[src/rtl/router_sync.sv]
// router_sync: address latch, write-enable steering and per-port read
// timeout for the three router_fifo instances downstream of it.
// Optional build macro ROUTER_SYNC_ADDR_ERR_EN adds a registered addr_err
// flag that blocks all FIFO writes after a header carrying address 11.
module router_sync #(
    parameter int TIMEOUT = 30, // unread-valid cycles before soft_reset (2..63)
    parameter int CNT_W   = 6   // timeout counter width, 2**CNT_W > TIMEOUT
) (
    input  logic       clock,
    input  logic       resetn,
    input  logic       detect_add,
    input  logic [1:0] data_in,
    input  logic       write_enb_reg,
    input  logic       read_enb_0,
    input  logic       read_enb_1,
    input  logic       read_enb_2,
    input  logic       empty_0,
    input  logic       empty_1,
    input  logic       empty_2,
    input  logic       full_0,
    input  logic       full_1,
    input  logic       full_2,
    output logic [2:0] write_enb,
    output logic       fifo_full,
    output logic       vld_out_0,
    output logic       vld_out_1,
    output logic       vld_out_2,
    output logic       soft_reset_0,
    output logic       soft_reset_1,
    output logic       soft_reset_2
`ifdef ROUTER_SYNC_ADDR_ERR_EN
    ,
    output logic       addr_err
`endif
);

    localparam logic [CNT_W-1:0] CNT_LAST = CNT_W'(TIMEOUT - 1);

    logic [1:0]       addr;
    logic             writes_blocked;
    logic [2:0]       vld;
    logic [2:0]       rd;
    logic [2:0]       sr;
    logic [CNT_W-1:0] cnt [3];

    // Destination address register, loaded from the header byte.
    always_ff @(posedge clock) begin
        // NOTE: sequential state uses non-blocking assignments so every
        // register samples pre-edge values regardless of block ordering.
        if (!resetn) begin
            addr <= 2'b00;
        end else if (detect_add) begin
            addr <= data_in;
        end
    end

`ifdef ROUTER_SYNC_ADDR_ERR_EN
    // Illegal-address flag: set by a header to port 11, cleared by a legal one.
    always_ff @(posedge clock) begin
        if (!resetn) begin
            addr_err <= 1'b0;
        end else if (detect_add) begin
            addr_err <= (data_in == 2'b11);
        end
    end

    assign writes_blocked = addr_err;
`else
    assign writes_blocked = 1'b0;
`endif

    // Steer the write strobe and full flag from the registered address;
    // a same-cycle detect_add therefore still uses the old address.
    always_comb begin
        // NOTE: defaults first so no path leaves an output unassigned (no latch).
        write_enb = 3'b000;
        fifo_full = 1'b0;
        if (!writes_blocked) begin
            unique case (addr)
                2'b00: begin
                    write_enb = {2'b00, write_enb_reg};
                    fifo_full = full_0;
                end
                2'b01: begin
                    write_enb = {1'b0, write_enb_reg, 1'b0};
                    fifo_full = full_1;
                end
                2'b10: begin
                    write_enb = {write_enb_reg, 2'b00};
                    fifo_full = full_2;
                end
                default: begin
                    write_enb = 3'b000;
                    fifo_full = 1'b0;
                end
            endcase
        end
    end

    assign vld = ~{empty_2, empty_1, empty_0};
    assign rd  = {read_enb_2, read_enb_1, read_enb_0};

    for (genvar g = 0; g < 3; g++) begin : g_port
        // Count consecutive valid-but-unread cycles; pulse soft_reset once
        // when the window expires, then start a fresh window.
        always_ff @(posedge clock) begin
            if (!resetn || !vld[g] || rd[g]) begin
                cnt[g] <= '0;
                sr[g]  <= 1'b0;
            end else if (cnt[g] == CNT_LAST) begin
                cnt[g] <= '0;
                sr[g]  <= 1'b1;
            end else begin
                cnt[g] <= cnt[g] + CNT_W'(1);
                sr[g]  <= 1'b0;
            end
        end
    end

    assign vld_out_0    = vld[0];
    assign vld_out_1    = vld[1];
    assign vld_out_2    = vld[2];
    assign soft_reset_0 = sr[0];
    assign soft_reset_1 = sr[1];
    assign soft_reset_2 = sr[2];

endmodule

[config.mk]
export PLATFORM = sky130hd
export DESIGN_NAME = router_sync
export DESIGN_NICKNAME = d
export VERILOG_FILES = /design/src/rtl/router_sync.sv
export SDC_FILE = /design/constraint.sdc
export NUM_CORES = 1
export LEC_CHECK = 0
export BUFFER_PORTS_ARGS = -buffer_cell sky130_fd_sc_hd__buf_2
export CORE_ASPECT_RATIO = 0.8
export CORE_MARGIN = 2
export CORE_UTILIZATION = 25
export CTS_CLUSTER_SIZE = 20
export DETAILED_ROUTE_END_ITERATION = 10
export GPL_TIMING_DRIVEN = 1
export HOLD_SLACK_MARGIN = 0.1
export PLACE_DENSITY = 0.44
export SLEW_MARGIN = 20
export SYNTH_ARGS = -nofsm -noshare
export SYNTH_HDL_FRONTEND = slang
export SYNTH_SLANG_ARGS = --single-unit
[constraint.sdc]
create_clock -name clock -period 3.3 [get_ports clock]
set_input_delay 0.165 -clock clock [delete_from_list [all_inputs] [get_ports clock]]
set_output_delay 0.165 -clock clock [all_outputs]
set_load 0.005 [all_outputs]
==> results of run 1 <==
[layout make-up]
cell class | instances | share of cell area (%)
flip-flops and latches | 23 | 44.1
multi-input cells | 89 | 37.5
repair buffers | 24 | 8.27
well taps | 60 | 5.17
clock buffers | 3 | 2.84
inverters | 7 | 1.81
clock inverters | 1 | 0.345
[per-layer routing]
metal  share of wire [%]  up-vias  wire (um)  global-route usage [%]
met2                  46       22        900                    14.8
met3                 8.4        2        164                    3.06
met4                 1.4        0         28                    3.81
li1                    -      433          -                       -
met5                   0        -          0                       0
met1                  44      374        868                    10.3
[synth_stat cells]
cell type	instances	share of area (%)
edfxtp_1	18	47
nor2_1	16	5.2
inv_1	7	2.3
ha_1	6	6.5
nand2_1	6	2.0
nand3_1	6	2.6
xor2_1	6	4.6
dfxtp_1	5	8.7
o21ai_0	4	1.7
a21oi_1	3	1.3
mux2i_1	3	2.6
nor3b_1	3	2.0
xnor2_1	3	2.3
and3b_1	2	1.5
nor2b_1	2	1.1
nor4b_1	2	1.5
o31ai_1	2	1.3
or3_1	2	1.1
conb_1	1	0.33
nand3_2	1	0.87
nand3b_1	1	0.65
nor4_1	1	0.55
o311ai_2	1	1.4
or4_1	1	0.65
[state kept, by name, summed over array words and instances, names as in the netlist]
signal	count
addr	2
soft_reset_2	1
soft_reset_1	1
cnt	18
soft_reset_0	1
[stage by stage]
step	cells	worst slack (ns)	power [mW]	util, %
finish	207	1.63	0.562	32.2
global route	207	1.45	0.594	32.2
CTS	207	1.59	0.572	32.2
detailed placement	203	1.60	0.392	31.2
global placement	203	1.60	0.390	31.2
floorplan	119	1.86	0.370	-
[worst max path at each step]
stage,end,cells after the start,from
6_report,cnt[0][3],5,cnt[0][1]
3_3_place_gp,cnt[1][3],5,cnt[1][1]
5_1_grt,cnt[1][4],5,cnt[1][1]
4_1_cts,cnt[0][3],5,cnt[0][1]
2_1_floorplan,cnt[1][2],5,cnt[1][1]
3_5_place_dp,cnt[0][3],5,cnt[0][1]
[tightest hold or removal path, cell delays in order]
cell and delay [ns]:
buf_2 0.07, mux2i_1 0.06, nor2b_1 0.09
[logic make-up after synthesis]
kind of cell,Yosys count
AOI/OAI and AO/OA,10
xor gates and xnor gates,9
adders and majority gates,6
buffers and inverters,7
DFF,23
muxes,3
other,1
and+or+nand+nor,43
[layout by cell type, fill, tap and decap left out, types with 4 or more instances in the layout]
| cell | Yosys | routed |
|---|---|---|
| buf_2 | 0 | 24 |
| edfxtp_1 | 18 | 18 |
| conb_1 | 1 | 18 |
| nor2_1 | 16 | 16 |
| inv_1 | 7 | 7 |
| nand2_1 | 6 | 6 |
| nand3_1 | 6 | 6 |
| xor2_1 | 6 | 6 |
| ha_1 | 6 | 6 |
| dfxtp_1 | 5 | 5 |
| o21ai_0 | 4 | 4 |
[power groups by stage]
stage	combinational [mW]	sequential (mW)	clock (mW)
global route	0.0568	0.340	0.198
CTS	0.0483	0.337	0.186
floorplan	0.0293	0.341	0
detailed placement	0.0481	0.344	0
global placement	0.0473	0.343	0
finish	0.0480	0.337	0.177
==> run metrics, run 1 <==
Hold Path Origin data_in[0]; total gr overflow 0; FILL cells 487; Sequential Power Share 60.0%; Post-DRT Antenna Nets 0; WP data required 3.30 ns; Net Sw Frac 22.9%; dpl hpwl 1.56 mm; I/O pins 25; crit-path max cell delay 0.59 ns; register area 641 sq um; Avg Inst Size Synth 11.2 sq um; proportion of layout cells with a drive suffix above 1 20.4%; Hold Path Sink addr[0]; flops & latches, synth 23; crit path time final 1.67 ns; Pins Over Slew Limit 0; Max-Cap Viols 0; Placed Area 0.00141 sq mm; vias in the first global route 848; Distinct cells, synth 24; Die Y 64.6 um; Tightest Pin Transition 0.701 ns; Setup-failing EPs final 0; Die ar. 0.00515 sq mm; Slowest-stage cell, CP o31ai_1; R2R cell count 5; postcts setup bufs 0; setup tns final 0 ns; NetSw 0.129 mW; RSZ-0062 raised after global routing false; Compound-Gate Fraction of Synth Area 5.78%; Initial DRC Count 20; RR Endpoint cnt[0][3]; Layout area overhead 26.6%; Layout Skew 0.00819 ns; Mapped Area 0.00115 sq mm; main combinational cell family by area after synthesis simple AND/OR/NAND/NOR gates; Final Hold Vio Count 0; leakage power 0.601 nW; Row Count 22; Synth warnings 0; Critical Path, Cell by Cell inv_1, ha_1, nand2_1, o31ai_1, nor2_1; first-pass GRT wire length 3.52 mm; Final #Nets 169; chip width 79.7 um; vias per inst 4.01; Worst Path Arrival 1.67 ns; Remaining DRCs 0; Root Buffer clkbuf_8; Reg-to-Reg Start cnt[0][1]; Synth Area in XOR/XNOR 6.87%; gr usage total 8.86%; initial antenna violation count 0; Final Cell Area 0.00145 sq mm; RePlAce Congestion 0.724; Reg2Reg Setup Slack 1.63 ns; clk_lat worst skew 0.27 ns; Reg clk slew, reported paths 0.09 ns; fmax 597 MHz; power share of the clock group 31.4%; largest net degree at the start of global routing 14; Min-Delay Path Depth 3; Slew headroom 52.9%; Pwr Density 387 mW/mm^2; first-pass iteration count of the detailed router 4; Synth Area in Simple Gates 19.7%; CP Capture Type flip-flop; status complete, no violations; PortBufs 24; critical path's top delay family compound AO/OA/AOI/OAI gates; Resize count post-CTS 0; Worst Hold Class input port to flip-flop; Hold Slack 0.158 ns; Placeable Area 0.00451 sq mm; Adder-Cell Fraction of Synth Area 6.54%; post-synthesis mux area share 2.62%; crit path max fanout 6; clock buffer depth 2; CTS H-tree depth 1; Cell Int Power 0.433 mW; CTS buffer count 3; crit start category flip-flop; Buf+Inv Stages, Crit Path 1; hold buffers post-CTS 0; period utilization 50.7%; clk sinks 23; CTS tree done; diode count 0; WL final 1.96 mm; cells after synthesis 102; Seq/Total Area, Yosys 55.8%; Peak VDD IR 146 uV; initial core utilization 25.4%; DR vias 831; combinational share of power 8.5%; routed wire length per instance 9.47 um; Setup CP Type flip-flop to flip-flop; area of the multi-input gates 544 sq um
No activity file was read; power rests on OpenSTA's default activity.
==> run 2, diff against run 1 <==
--- a/config.mk
+++ b/config.mk
@@ -5,6 +5,7 @@
 export SDC_FILE = /design/constraint.sdc
 export NUM_CORES = 1
 export LEC_CHECK = 0
+export ABC_AREA = 1
 export BUFFER_PORTS_ARGS = -buffer_cell sky130_fd_sc_hd__buf_2
 export CORE_ASPECT_RATIO = 0.8
 export CORE_MARGIN = 2
==> constraint.sdc (replaced) <==
create_clock -name clock -period 1.71 [get_ports clock]
set_input_delay 0.0855 -clock clock [delete_from_list [all_inputs] [get_ports clock]]
set_output_delay 0.0855 -clock clock [all_outputs]
set_load 0.005 [all_outputs]
==> run metrics, run 2 <==
proportion of layout cells with a drive suffix above 1 19.3%; postcts setup bufs 0; gr usage total 8.60%; Pins Over Slew Limit 0; Hold Slack 0.119 ns; crit start category flip-flop; Post-DRT Antenna Nets 0; Row Count 22; Initial DRC Count 49; I/O pins 25; clk_lat worst skew 0.26 ns; final worst slack 0.174 ns; Synth top cells by count nor2_1, inv_1, edfxtp_1; Post-synth EDFFs 18; Mapped Area 0.00120 sq mm; setup tns final 0 ns; NetSw 0.254 mW; Yosys top cell area share 45.0%; crit-path max cell delay 0.56 ns; Final #Nets 203; Setup Slack @ Placement 0.471 ns; hold buffers post-CTS 7; flops & latches, synth 23; vias in the first global route 859; Final Hold Vio Count 0; largest cells by area after synthesis edfxtp_1, dfxtp_1, nor2_1, ha_1, inv_1; power share of the clock group 30.4%; cells after synthesis 129; Sequential Power Share 59.3%; Layout Skew 0.00322 ns; WP data required 1.92 ns; period utilization 89.8%; Die Y 66.0 um; Synth warnings 0; Setup-failing EPs final 0; Reg clk slew, reported paths 0.08 ns; Pwr Density 695 mW/mm^2; Distinct cells, synth 18; dpl hpwl 1.66 mm; Top reg by flops cnt; CTS tree done; Net Sw Frac 23.1%; vias per inst 3.91; CTS H-tree depth 1; initial core utilization 26.2%; Resize count post-CTS 0; total gr overflow 0; clock buffer depth 2; Cell Int Power 0.844 mW; RePlAce Congestion 0.819; Async SR Flop Fraction 0%; commonest cells after routing, fill and taps aside buf_2, nor2_1, inv_1, edfxtp_1, conb_1; Root Buffer clkbuf_8; Avg Inst Size Synth 9.32 sq um; WL final 2.11 mm; leakage power 0.716 nW; critical path's top delay family buffers and inverters; Placeable Area 0.00460 sq mm; Buf+Inv Stages, Crit Path 2; most common cell after layout, fill and taps aside buf_2; Setup CP Type flip-flop to flip-flop; Die ar. 0.00538 sq mm; Worst Hold Class input port to flip-flop; Remaining DRCs 0; post-synth top area cell edfxtp_1; routed wire length per instance 8.73 um; initial antenna violation count 0; largest net degree at the start of global routing 14; Peak VDD IR 313 uV; fmax 651 MHz; first-pass iteration count of the detailed router 4; CTS buffer count 3; Critical Path, Cell by Cell inv_1, ha_1, nand3_1, nor3_1, dlygate4sd3_1; combinational share of power 10.4%; crit path max fanout 4; Slowest-stage cell, CP dlygate4sd3_1; DR vias 943; status complete, no violations; crit path time final 1.54 ns; Largest regs cnt: 18 flops, addr: 2 flops; Main synth FF type edfxtp_1; max reg flops 18; most instantiated library cell after synthesis nor2_1; RSZ-0062 raised after global routing false; chip width 81.5 um; clk sinks 23; Worst Path Arrival 1.74 ns; Seq/Total Area, Yosys 53.3%; Layout area overhead 31.2%; first-pass GRT wire length 3.53 mm; FILL cells 491; CP Capture Type flip-flop; diode count 0; Max-Cap Viols 0; PortBufs 24
## run 2: cell types whose count changed in the layout (fill, tap and decap cells not counted), sizes merged, moves of 3 or more
cell and change:
a21oi +3, dlygate4sd3 +7, inv +13, mux2i -3, nand2 +9, nand3 +9, nor2 +7, nor3 +6
nor3b -3, o21bai +3
## run 2: final timing paths
check,from,end,slack [ns],cells after the start
setup reg to reg,cnt[2][1],soft_reset_2,0.17,5
hold / removal,data_in[1],addr[1],0.12,3
setup / recovery,cnt[2][1],soft_reset_2,0.17,5
hold reg to reg,addr[1],addr[1],0.57,2
## run 2: stage by stage
| step | std cells | power [mW] | area, sq um | utilization, % |
|---|---|---|---|---|
| 2_1_floorplan | 146 | 0.724 | 1270 | - |
| 3_3_place_gp | 230 | 0.767 | 1460 | 31.8 |
| 3_5_place_dp | 230 | 0.769 | 1460 | 31.8 |
| 4_1_cts | 241 | 1.12 | 1580 | 34.3 |
| 5_1_grt | 241 | 1.16 | 1580 | 34.3 |
| 6_report | 241 | 1.10 | 1580 | 34.3 |
## run 2: final cells by class
cell class	count	area, sq um	area share [%]
Inverter	20	75.1	4.76
Tap cell	60	75.1	4.76
Sequential cell	23	641	40.6
Clock inverter	1	5.00	0.317
Multi-Input combinational cell	103	551	34.9
Clock buffer	3	41.3	2.62
Timing Repair Buffer	31	190	12.1
## run 2: cells by family (layout without fill, tap and decap cells)
group | Yosys count | after routing | synth area share (%)
buf+inv | 20 | 55 | 6.24
compound gates | 11 | 11 | 5.20
xor+xnor | 8 | 8 | 5.83
other cells | 1 | 18 | 0.312
simple gates | 60 | 60 | 22.9
fa+ha+maj | 6 | 6 | 6.24
flops | 23 | 23 | 53.3
## run 2: per-layer routing
metal	routed length, um	vias up	global-route usage, %
li1	-	506	-
met1	995	427	10.5
met2	1040	8	14.3
met3	66	2	3.28
met4	7	0	1.91
met5	0	-	0
## run 2: power by group through the flow
stage | logic, mW | clock network (mW) | registers, mW
finish | 0.114 | 0.333 | 0.650
global route | 0.132 | 0.377 | 0.655
CTS | 0.114 | 0.359 | 0.651
detailed placement | 0.105 | 0 | 0.663
global placement | 0.105 | 0 | 0.662
floorplan | 0.0669 | 0 | 0.657
## run 2: worst reg2reg max path, delay by kind of cell (launching register included)
kind | cells | cell delay, ns
DFF | 1 | 0.45
and+or+nand+nor | 2 | 0.24
adders and majority gates | 1 | 0.14
buffers and inverters | 2 | 0.65
==> run 3, diff against run 2 <==
--- a/config.mk
+++ b/config.mk
@@ -13,8 +13,7 @@
 export CTS_CLUSTER_SIZE = 20
 export DETAILED_ROUTE_END_ITERATION = 10
 export GPL_TIMING_DRIVEN = 1
-export HOLD_SLACK_MARGIN = 0.1
-export PLACE_DENSITY = 0.44
+export HOLD_SLACK_MARGIN = 0.05
 export SLEW_MARGIN = 20
 export SYNTH_ARGS = -nofsm -noshare
 export SYNTH_HDL_FRONTEND = slang
==> run metrics, run 3 (synthesis gave the netlist of run 2 again) <==
Top reg by flops cnt; CTS tree done; vias per inst 3.92; Die Y 66.0 um; most common cell after layout, fill and taps aside buf_2; period utilization 74.3%; RR Endpoint cnt[0][4]; Final Hold Vio Count 0; gr usage total 8.29%; vias in the first global route 822; setup tns final 0 ns; clk_lat worst skew 0.26 ns; dpl hpwl 1.55 mm; Remaining DRCs 0; first-pass GRT wire length 3.48 mm; Die ar. 0.00538 sq mm; register area 641 sq um; post-layout util 33.4%; WL final 1.95 mm; Worst Hold Class input port to flip-flop; Layout Skew 0.00234 ns; clock buffer depth 2; Pins Over Slew Limit 0; I/O pins 25; Hold Path Origin empty_2; R2R cell count 4; Layout area overhead 27.8%; status complete, no violations; CTS buffer count 3; Reg2Reg Setup Slack 0.44 ns; Placeable Area 0.00460 sq mm; Worst Path Arrival 1.29 ns; area of the multi-input gates 551 sq um; Hold Path Sink soft_reset_2; Largest regs cnt: 18 flops, addr: 2 flops; largest net degree at the start of global routing 13; DR vias 929; CP Capture Type flip-flop; first-pass iteration count of the detailed router 4; FILL cells 487; fmax 787 MHz; Reg clk slew, reported paths 0.08 ns; Root Buffer clkbuf_8; initial core utilization 26.2%; Initial DRC Count 20; routed wire length per instance 8.21 um; crit path max fanout 5; diode count 0; RSZ-0062 raised after global routing false; Final Cell Area 0.00154 sq mm; Row Count 22; RePlAce Congestion 0.800; leakage power 0.691 nW; Post-DRT Antenna Nets 0; crit start category flip-flop; initial antenna violation count 0; WP data required 1.73 ns; Setup-failing EPs final 0; Final #Nets 199; proportion of layout cells with a drive suffix above 1 19.2%; PortBufs 24; crit path time final 1.27 ns; Pwr Density 709 mW/mm^2; chip width 81.5 um; Min-Delay Path Depth 4; total gr overflow 0; Peak VDD IR 456 uV; commonest cells after routing, fill and taps aside buf_2, nor2_1, inv_1, edfxtp_1, conb_1; Max-Cap Viols 0; clk sinks 23; Placed Area 0.00146 sq mm; max reg flops 18; Setup CP Type flip-flop to flip-flop; CTS H-tree depth 1; Reg-to-Reg Start cnt[0][0]
==> run 3: changes by cell type in the layout (fill, tap and decap cells not counted) <==
cell | before | now
dlygate4sd3_1 | 7 | 3
clkinv_2 | 1 | 0
clkbuf_1 | 0 | 1
==> run 3: area by class of cell <==
class                      instances  share of cell area, %
sequential                        23                   41.7
multi-input combinational        103                   35.8
timing repair buffer              27                   9.77
inverter                          20                   4.89
tap                               60                   4.89
clock buffer                       4                   2.93
==> run 3: worst max path at each step <==
stage,from,endpoint,cells after the start
final,cnt[0][0],cnt[0][4],4
after global routing,cnt[0][1],cnt[0][3],5
after CTS,cnt[0][0],cnt[0][4],4
after detailed placement,cnt[0][0],cnt[0][4],4
after global placement,cnt[0][0],cnt[0][4],4
after floorplan,cnt[1][0],cnt[1][4],4
==> run 3: per-stage QoR <==
step / worst slack [ns] / std cells / hold WS (ns) / power (mW)
finish: 0.440 / 237 / 0.0890 / 1.09
global route: 0.365 / 237 / 0.115 / 1.15
CTS: 0.437 / 237 / 0.0771 / 1.11
detailed placement: 0.453 / 230 / 0.269 / 0.768
global placement: 0.456 / 230 / 0.268 / 0.766
floorplan: 0.525 / 146 / 0.155 / 0.724
==> run 3: timing repair <==
action	4_1_cts	5_1_grt
endpoints found under the hold margin	3	0
gates resized for setup	0	0
endpoints found under the setup margin	0	0
hold buffers	3	0
setup buffers	0	0
==> run 3: critical path: stages (launching register included) <==
cell	delay [ns]
edfxtp_1	0.47
ha_1	0.26
nand3_1	0.09
xor2_1	0.16
nor2_1	0.06
==> run 3: layer usage <==
| layer | up-vias | global-route usage [%] | share of wire [%] |
|---|---|---|---|
| li1 | 500 | - | - |
| met1 | 409 | 11.3 | 51 |
| met2 | 18 | 12.4 | 43 |
| met3 | 2 | 1.91 | 4.8 |
| met4 | 0 | 3.81 | 0.41 |
| met5 | - | 0 | 0 |
==> run 3: power by group <==
part	switching, mW	internal, mW
Combinational	0.0584	0.0504
Clock	0.165	0.166
Sequential	0.0229	0.628
